==> config.mk <==
export PLATFORM = sky130hd
export DESIGN_NAME = axil_decerr_responder
export DESIGN_NICKNAME = d
export VERILOG_FILES = /design/src/rtl/axil_decerr_responder.sv
export SDC_FILE = /design/constraint.sdc
export NUM_CORES = 1
export LEC_CHECK = 0
export CORE_MARGIN = 1
export CORE_UTILIZATION = 37
export DETAILED_ROUTE_END_ITERATION = 10
export PLACE_DENSITY = 0.87
export SLEW_MARGIN = 10
export SYNTH_ARGS = -nofsm -noshare
export SYNTH_HDL_FRONTEND = slang
export SYNTH_SLANG_ARGS = --single-unit
==> constraint.sdc <==
create_clock -name aclk -period 3.9 [get_ports aclk]
set_input_delay 0.78 -clock aclk [delete_from_list [all_inputs] [get_ports aclk]]
set_output_delay 0.78 -clock aclk [all_outputs]
set_load 0.02 [all_outputs]
==> src/rtl/axil_decerr_responder.sv <==
// axil_decerr_responder
//   Default slave for the AXI-Lite interconnect's no-match port. Accepts
//   reads and writes whose address decoded to no slave, answers each with a
//   fixed error response (and fixed read data), and keeps debug statistics.
//
// Ports
//   aclk, aresetn          clock, synchronous active-low reset
//   slv_invalid_wr/rd      interconnect flags: current AW/W or AR is unmapped
//   s_axil_aw*/w*/b*       AXI-Lite write channels (wdata/wstrb ignored)
//   s_axil_ar*/r*          AXI-Lite read channels
//   err_count              saturating count of accepted AR + AW
//   last_err_addr          address of most recent accepted AR/AW
//   last_err_wr            1 when last_err_addr came from AW
module axil_decerr_responder #(
  parameter int unsigned              AXI_ADDR_WIDTH  = 32,
  parameter int unsigned              AXI_DATA_WIDTH  = 32,
  parameter int unsigned              MAX_OUTSTANDING = 4,
  parameter logic [1:0]               ERR_RESP        = 2'b11,
  parameter logic [AXI_DATA_WIDTH-1:0] RD_DATA        = '1,
  parameter int unsigned              CNT_WIDTH       = 16
) (
  input  logic                          aclk,
  input  logic                          aresetn,
  input  logic                          slv_invalid_wr,
  input  logic                          slv_invalid_rd,
  input  logic [AXI_ADDR_WIDTH-1:0]     s_axil_awaddr,
  input  logic                          s_axil_awvalid,
  output logic                          s_axil_awready,
  input  logic [AXI_DATA_WIDTH-1:0]     s_axil_wdata,
  input  logic [AXI_DATA_WIDTH/8-1:0]   s_axil_wstrb,
  input  logic                          s_axil_wvalid,
  output logic                          s_axil_wready,
  output logic [1:0]                    s_axil_bresp,
  output logic                          s_axil_bvalid,
  input  logic                          s_axil_bready,
  input  logic [AXI_ADDR_WIDTH-1:0]     s_axil_araddr,
  input  logic                          s_axil_arvalid,
  output logic                          s_axil_arready,
  output logic [AXI_DATA_WIDTH-1:0]     s_axil_rdata,
  output logic [1:0]                    s_axil_rresp,
  output logic                          s_axil_rvalid,
  input  logic                          s_axil_rready,
  output logic [CNT_WIDTH-1:0]          err_count,
  output logic [AXI_ADDR_WIDTH-1:0]     last_err_addr,
  output logic                          last_err_wr
);

  localparam int unsigned OW    = $clog2(MAX_OUTSTANDING + 1);
  localparam logic [OW-1:0] MAX_O = OW'(MAX_OUTSTANDING);

  logic [OW-1:0]             r_rd_cnt, r_aw_cnt, r_w_cnt;
  logic [OW-1:0]             w_rd_next, w_aw_next, w_w_next;
  logic                      r_rvalid, r_bvalid;
  logic [AXI_DATA_WIDTH-1:0] r_rdata;
  logic [1:0]                r_rresp, r_bresp;
  logic [CNT_WIDTH-1:0]      r_err_count;
  logic [AXI_ADDR_WIDTH-1:0] r_last_addr;
  logic                      r_last_wr;

  logic w_ar_acc, w_aw_acc, w_w_acc, w_r_hs, w_b_hs;
  logic [CNT_WIDTH:0] w_cnt_sum;
  logic w_unused_wpayload;

  assign w_unused_wpayload = ^{s_axil_wdata, s_axil_wstrb};

  // Readies are gated by reset so nothing is accepted while held in reset.
  assign s_axil_arready = aresetn && slv_invalid_rd && (r_rd_cnt < MAX_O);
  assign s_axil_awready = aresetn && slv_invalid_wr && (r_aw_cnt < MAX_O);
  assign s_axil_wready  = aresetn && slv_invalid_wr && (r_w_cnt  < MAX_O);

  assign w_ar_acc = s_axil_arvalid && s_axil_arready;
  assign w_aw_acc = s_axil_awvalid && s_axil_awready;
  assign w_w_acc  = s_axil_wvalid  && s_axil_wready;
  assign w_r_hs   = r_rvalid && s_axil_rready;
  assign w_b_hs   = r_bvalid && s_axil_bready;

  // rvalid mirrors (rd_cnt != 0), so a handshake never underflows rd_cnt;
  // likewise bvalid implies both aw_cnt and w_cnt are non-zero.
  assign w_rd_next = r_rd_cnt + OW'(w_ar_acc) - OW'(w_r_hs);
  assign w_aw_next = r_aw_cnt + OW'(w_aw_acc) - OW'(w_b_hs);
  assign w_w_next  = r_w_cnt  + OW'(w_w_acc)  - OW'(w_b_hs);

  // One extra bit catches overflow for the +2 case as well as +1.
  assign w_cnt_sum = {1'b0, r_err_count} + (CNT_WIDTH+1)'(w_ar_acc)
                                         + (CNT_WIDTH+1)'(w_aw_acc);

  always_ff @(posedge aclk) begin
    if (!aresetn) begin
      r_rd_cnt    <= '0;
      r_aw_cnt    <= '0;
      r_w_cnt     <= '0;
      r_rvalid    <= 1'b0;
      r_rdata     <= '0;
      r_rresp     <= '0;
      r_bvalid    <= 1'b0;
      r_bresp     <= '0;
      r_err_count <= '0;
      r_last_addr <= '0;
      r_last_wr   <= 1'b0;
    end else begin
      r_rd_cnt <= w_rd_next;
      r_aw_cnt <= w_aw_next;
      r_w_cnt  <= w_w_next;

      r_rvalid <= (w_rd_next != '0);
      r_rdata  <= (w_rd_next != '0) ? RD_DATA  : '0;
      r_rresp  <= (w_rd_next != '0) ? ERR_RESP : '0;

      r_bvalid <= (w_aw_next != '0) && (w_w_next != '0);
      r_bresp  <= ((w_aw_next != '0) && (w_w_next != '0)) ? ERR_RESP : '0;

      r_err_count <= w_cnt_sum[CNT_WIDTH] ? '1 : w_cnt_sum[CNT_WIDTH-1:0];

      // Write address wins when AR and AW are accepted together.
      if (w_aw_acc) begin
        r_last_addr <= s_axil_awaddr;
        r_last_wr   <= 1'b1;
      end else if (w_ar_acc) begin
        r_last_addr <= s_axil_araddr;
        r_last_wr   <= 1'b0;
      end
    end
  end

  assign s_axil_rvalid = r_rvalid;
  assign s_axil_rdata  = r_rdata;
  assign s_axil_rresp  = r_rresp;
  assign s_axil_bvalid = r_bvalid;
  assign s_axil_bresp  = r_bresp;
  assign err_count     = r_err_count;
  assign last_err_addr = r_last_addr;
  assign last_err_wr   = r_last_wr;

endmodule

==> summary.md, run 1 <==
| Metric | Value |
|---|---|
| Worst-skew pair later-pin latency | 0.33 ns |
| Crit path launch type | input pin |
| Critical path endpoint category | flop |
| Routed wire length | 8200 µm |
| Routed WL per cell | 14.5 µm |
| Area Overhead vs Synth | 51.9% |
| First-pass GRT wire length | 12700 µm |
| Worst reg2reg setup slack | 1.32 ns |
| FF-to-FF path depth | 10 |
| Maxcap violations | 0 |
| Final Instance Count excl. Fillers | 566 |
| Max Fclk | 310 MHz |
| Yosys Warn Count | 0 |
| DP HPWL | 6060 µm |
| EDFF count, synth | 0 |
| Max IR drop VDD | 0.000284 V |
| Via count of the routed design | 2758 |
| Die area | 8800 µm² |
| Max Buffers Root-to-Sink | 2 |
| Initial Utilization | 0.381 |
| Via density | 4.87 |
| Top cell type's share of synthesized area | 0.385 |
| Critical Path RT | 4.11 ns |
| Static Leak | 1.98 nW |
| Clock-pin transition on the worst setup and hold timing paths | 0.07 ns |
| Max-slew violations | 0 |
| Final min period | 3.23 ns |
| Num CTS Buffers | 9 |
| Gate Count Post-Synth | 334 |
| Worst Tran Pin Value | 0.955 ns |
| Min Hold Slack | 0.493 ns |
| Count leader, synth | dfxtp_1 |
| Setup Skew | 0.0117 ns |
| Hold buffers post-CTS | 0 |
| Top FF cell, synth | dfxtp_1 |
| Layout cell share with drive strength beyond 1 | 0.0586 |
| Fillers | 708 |
| TritonCTS clock tree | built |
| Async SR Flop Fraction | 0 |
| Antenna Nets Post-Route | 0 |
| Top cells by count, synth | dfxtp_1, buf_4, a21oi_1, mux2i_1, o21ai_0 |
| Vias in the first global route | 2630 |
| Status | completed |
| Mapped cell area | 3120 µm² |
| Rows | 33 |
| Kind of critical path | input pin to flop |
| # port buffers | 162 |
| Total clock sinks | 60 |
| N_diodes | 0 |
| Router iterations before antenna repair | 4 |
| Arr. time, crit path | 3.44 ns |
| I/O pins | 199 |
| # DRC | 0 |
| CP Max Fanout | 15 |
| Die width | 93.8 µm |
| GP Congestion | 0.789 |
| Average size of a mapped cell | 9.34 µm² |
| Nets | 576 |
| DRT iter0 DRCs | 101 |
| Final setup TNS | 0 ns |
| Hold Path Stages | 2 |
| Chip height | 93.8 µm |
| Largest net degree at the start of global routing | 65 |
| Placed insts | 550 |
| Sequential fraction of the synthesis area | 0.385 |
| Initial antenna violation count | 0 |
| Htree depth | 3 |
| Post-synth cell types | 41 |
| Total power | 0.00249 W |
| Final period util | 0.827 |
| Leading area contributor after synthesis | dfxtp_1 |
| Pwr/cell area | 526 nW/µm² |
| Final hold viol count | 0 |
| RSZ-0062 raised after global routing | false |
| Relative slew slack | 0.363 |
| Remaining global-route overflow | 0 |
| Tot GR Track Use | 0.184 |
| Fin util | 0.579 |
| Post-synthesis net count | 454 |
| Setup repair bufs after CTS | 0 |
| Root buf cell | clkbuf_8 |
| Cts repair resizes | 0 |
| Final Setup Violations | 0 |
| Core outline area | 8180 µm² |
| Synth area leaders | dfxtp_1, mux2i_1, buf_4 |
| Hold Path Class | flop to flop |
| Flops & latches, synth | 60 |
[power by group]
group	leakage, nW	total (W)	switching (W)	internal (W)
logic	1.38	0.00111	0.000535	0.000576
clock network	0.112	0.000603	0.000239	0.000364
registers	0.490	0.000777	0.0000823	0.000694
total	1.98	0.00249	0.000856	0.00163
[registers in the layout (all words and copies together), names as in the netlist]
| register | cells |
|---|---|
| r_w_cnt | 3 |
| last_err_addr | 32 |
| r_rd_cnt | 3 |
| s_axil_rdata | 1 |
| s_axil_bresp | 1 |
| r_aw_cnt | 3 |
| err_count | 16 |
| last_err_wr | 1 |
[critical path, stage by stage]
cell	delay, ns
clkdlybuf4s50_1	0.55
buf_4	0.24
nand2_1	0.10
nor2_1	0.13
nand2_1	0.07
ha_1	0.26
inv_1	0.04
ha_1	0.18
fa_1	0.37
xor2_1	0.16
xnor2_1	0.14
or3_1	0.31
o31a_1	0.11
[stage by stage]
stage / cell area (µm²) / setup WS (ns)
after floorplan: 3120 / 0.760
after global placement: 4520 / 0.386
after detailed placement: 4520 / 0.307
after CTS: 4740 / 0.655
after global routing: 4740 / 0.473
final: 4740 / 0.675
[placed cells by master (no fill, tap or decap), drive strengths merged, types with 2 or more instances in the layout]
cell,count
clkdlybuf4s50,162
dfxtp,60
a21oi,34
mux2i,32
o21ai,32
nor2,16
clkbuf,13
inv,11
and2,11
xnor2,9
ha,8
nand2,7
nor3,6
buf,6
nand4,5
o21a,5
nand3,5
o31a,4
and4,3
and3,3
xor2,3
fa,3
nor4,3
a21o,2
a31oi,2
clkinv,2
[per-layer routing]
metal | share of wire | global-route usage | up-vias | routed length (µm)
li1 | - | - | 1377 | -
met1 | 0.42 | 0.215 | 1265 | 3430
met2 | 0.50 | 0.320 | 106 | 4080
met3 | 0.072 | 0.0550 | 10 | 593
met4 | 0.011 | 0.0577 | 0 | 94
met5 | 0 | 0 | - | 0
[cell families (layout without fill, tap and decap cells)]
| logic type | count (synthesis) | after routing | share of synthesized area |
|---|---|---|---|
| AO/OA/AOI/OAI | 87 | 87 | 0.167 |
| XOR/XNOR | 12 | 12 | 0.0337 |
| adder cells (fa/ha/maj) | 11 | 11 | 0.0514 |
| buffers and inverters | 69 | 196 | 0.143 |
| flip-flops | 60 | 60 | 0.385 |
| multiplexers | 32 | 32 | 0.103 |
| AND/OR/NAND/NOR | 63 | 63 | 0.117 |
[worst paths after layout]
kind / endpoint / startpoint
worst min-delay path: last_err_wr$_SDFFE_PN0P_ / last_err_wr$_SDFFE_PN0P_
worst max register to register: err_count[7]$_SDFF_PN0_ / r_aw_cnt[2]$_SDFF_PN0_
worst min register to register: last_err_wr$_SDFFE_PN0P_ / last_err_wr$_SDFFE_PN0P_
worst max-delay path: s_axil_bresp[0]$_SDFF_PN0_ / aresetn
[final cells by class]
class	count	area (µm²)	area share
timing repair buffer	168	1670	0.352
multi-input combinational	205	1470	0.311
sequential	60	1200	0.254
clock buffer	13	179	0.0378
tap	105	131	0.0277
inverter	12	45.0	0.00951
clock inverter	3	42.5	0.00898
Note: power is estimated with default switching activity, not from simulation.
==> inputs of run 2 (changes only) <==
clock period = 3.3 ns   (was 3.9 ns; I/O delays follow)
==> run 2 against run 1 <==
Compared with the run above: combinational power is 23% higher; clock-buffer cell count fell by 1; clock skew fell by 0.0071 ns; critical path type unchanged; critical endpoint is now err_count[15]$_SDFF_PN0_.
==> summary.md, run 2 (synthesis results as in run 1) <==
| Metric | Value |
|---|---|
| Status | completed |
| Maxcap violations | 0 (unchanged) |
| Critical Path RT | 3.53 ns (-0.58 ns) |
| Routed WL per cell | 14.1 µm (-2.5%) |
| Router iterations before antenna repair | 4 (unchanged) |
| Most common library cell in the layout ignoring fill and taps | clkdlybuf4s50_1 |
| Placement Setup Slack | 0.0270 ns (-0.280 ns) |
| Critical path endpoint category | flop |
| Final min period | 2.91 ns |
| Remaining global-route overflow | 0 (unchanged) |
| Core outline area | 8180 µm² (unchanged) |
| Via count of the routed design | 2772 (+0.51%) |
| Area Overhead vs Synth | 54.1% |
| Tot GR Track Use | 0.178 (-0.00575) |
| Final setup TNS | 0 ns (unchanged) |
| Final Setup Violations | 0 (unchanged) |
| Initial Utilization | 0.381 (unchanged) |
| Critical-path top delay cell | clkdlybuf4s50_1 |
| Final hold viol count | 0 (unchanged) |
| Setup Skew | 0.00467 ns (-0.00706 ns) |
| Most common cell on crit path | ha_1 |
| Largest net degree at the start of global routing | 43 (-34%) |
| Pwr/cell area | 636 nW/µm² (+21%) |
| Cell area after layout | 4800 µm² (+1.4%) |
| Nets | 581 (+0.87%) |
| Layout cell share with drive strength beyond 1 | 0.0665 (+0.00796) |
| Multi-input combinational cell area | 1470 µm² (unchanged) |
| Max reg flops | 32 (unchanged) |
| TritonCTS clock tree | built |
| Static Leak | 2.02 nW (+2.1%) |
| Num CTS Buffers | 9 (unchanged) |
| CP Max Fanout | 6 (-9) |
| Initial antenna violation count | 0 (unchanged) |
| Root buf cell | clkbuf_8 |
| Total power | 0.00305 W (+23%) |
| Kind of critical path | input pin to flop |
| Vias in the first global route | 2634 (+0.15%) |
| Rows | 33 (unchanged) |
| First-pass GRT wire length | 12300 µm (-3.5%) |
| N_diodes | 0 (unchanged) |
| Cts repair resizes | 0 (unchanged) |
| Worst path bufs/invs | 2 (-1) |
| Die width | 93.8 µm (unchanged) |
| I/O pins | 199 (unchanged) |
| Post-DP Area | 4550 µm² (+0.83%) |
| Chip height | 93.8 µm (unchanged) |
| Fillers | 691 (-2.4%) |
| Setup repair bufs after CTS | 0 (unchanged) |
| # DRC | 0 (unchanged) |
| Crit path launch type | input pin |
| Via density | 4.85 (-0.37%) |
| Final setup margin | 0.388 ns (-0.287 ns) |
| # port buffers | 162 (unchanged) |
| RSZ-0062 raised after global routing | false |
| Worst Tran Pin Value | 0.529 ns (-0.426 ns) |
| Max-slew violations | 0 (unchanged) |
| Die area | 8800 µm² (unchanged) |
| Max Fclk | 343 MHz |
| Clock-pin transition on the worst setup and hold timing paths | 0.06 ns (about the same) |
| Arr. time, crit path | 3.15 ns (-0.29 ns) |
| CP Cell Sequence | clkdlybuf4s50_1 > and4b_1 > clkinv_1 > xnor2_1 > ha_1 > a21o_1 > ha_1 > and4_1 > nand3_2 > and2_1 > a311oi_1 |
| DP HPWL | 6160 µm (+1.7%) |
| Commonest cells after routing, fill and taps aside | clkdlybuf4s50_1, dfxtp_1, a21oi_1 |
| Final period util | 0.882 |
| CP max stage delay | 0.55 ns (about the same) |
| Worst-skew pair later-pin latency | 0.32 ns (about the same) |
| DRT iter0 DRCs | 64 (-37%) |
| Hold buffers post-CTS | 0 (unchanged) |
| Max IR drop VDD | 0.000349 V (+23%) |
| Htree depth | 3 (unchanged) |
| Max Buffers Root-to-Sink | 2 (unchanged) |
| GP Congestion | 0.794 (+0.60%) |
| Hold Path Class | flop to flop |
| Relative slew slack | 0.647 (+0.285) |
| Total clock sinks | 60 (unchanged) |
| Cell family with most CP delay | simple AND/OR/NAND/NOR gates |
| Sequential cell area | 1200 µm² (unchanged) |
| Antenna Nets Post-Route | 0 (unchanged) |
| Routed wire length | 8060 µm (-1.6%) |
[run 2: changes by cell type in the layout (fill, tap and decap cells not counted), sizes merged]
| cell | previous run | this run |
|---|---|---|
| bufinv | 1 | 3 |
| clkinvlp | 1 | 0 |
| buf | 6 | 11 |
| clkbuf | 13 | 12 |
[run 2: path summary, 6_finish.rpt]
| check | from | slack, ns | to | cells after the start |
|---|---|---|---|---|
| min | last_err_wr$_SDFFE_PN0P_ | 0.51 | last_err_wr$_SDFFE_PN0P_ | 2 |
| max reg2reg | r_aw_cnt[2]$_SDFF_PN0_ | 0.92 | err_count[15]$_SDFF_PN0_ | 10 |
| min reg2reg | last_err_wr$_SDFFE_PN0P_ | 0.51 | last_err_wr$_SDFFE_PN0P_ | 2 |
| max | aresetn | 0.39 | err_count[15]$_SDFF_PN0_ | 11 |
[run 2: worst register-to-register path, delay by kind of cell (launching register included)]
family / cells / cell delay (ns)
flip-flops: 1 / 0.33
buffers and inverters: 1 / 0.16
AO/OA/AOI/OAI: 2 / 0.33
adder cells (fa/ha/maj): 2 / 0.38
AND/OR/NAND/NOR: 4 / 0.92
XOR/XNOR: 1 / 0.18
[run 2: where the power goes]
group	internal (W)	switching, W
sequential	0.000821	0.0000518
clock	0.000542	0.000272
combinational	0.000690	0.000679
[run 2: area by class of cell]
class | instances | share of cell area
well taps | 105 | 0.0274
clock inverters | 4 | 0.0198
repair buffers | 173 | 0.355
flip-flops and latches | 60 | 0.250
clock buffers | 12 | 0.0323
inverters | 12 | 0.00938
multi-input cells | 205 | 0.306
[run 2: metal layers]
metal,track usage,share of wire,up-vias
met5,0,0,-
met4,0.0474,0.0076,0
met3,0.0542,0.079,7
met2,0.336,0.51,104
met1,0.190,0.41,1265
li1,-,-,1396
[run 2: stage by stage]
step,cells,hold slack [ns],util
after CTS,571,0.510,0.588
after global routing,571,0.547,0.588
final,571,0.511,0.588
after floorplan,334,0.552,-
after global placement,555,0.469,0.557
after detailed placement,555,0.496,0.557
==> inputs of run 3 (changes only) <==
HOLD_SLACK_MARGIN = 0.15   (was default)
==> results of run 3 <==
Final layout, timing and power as in run 2 (identical DEF).
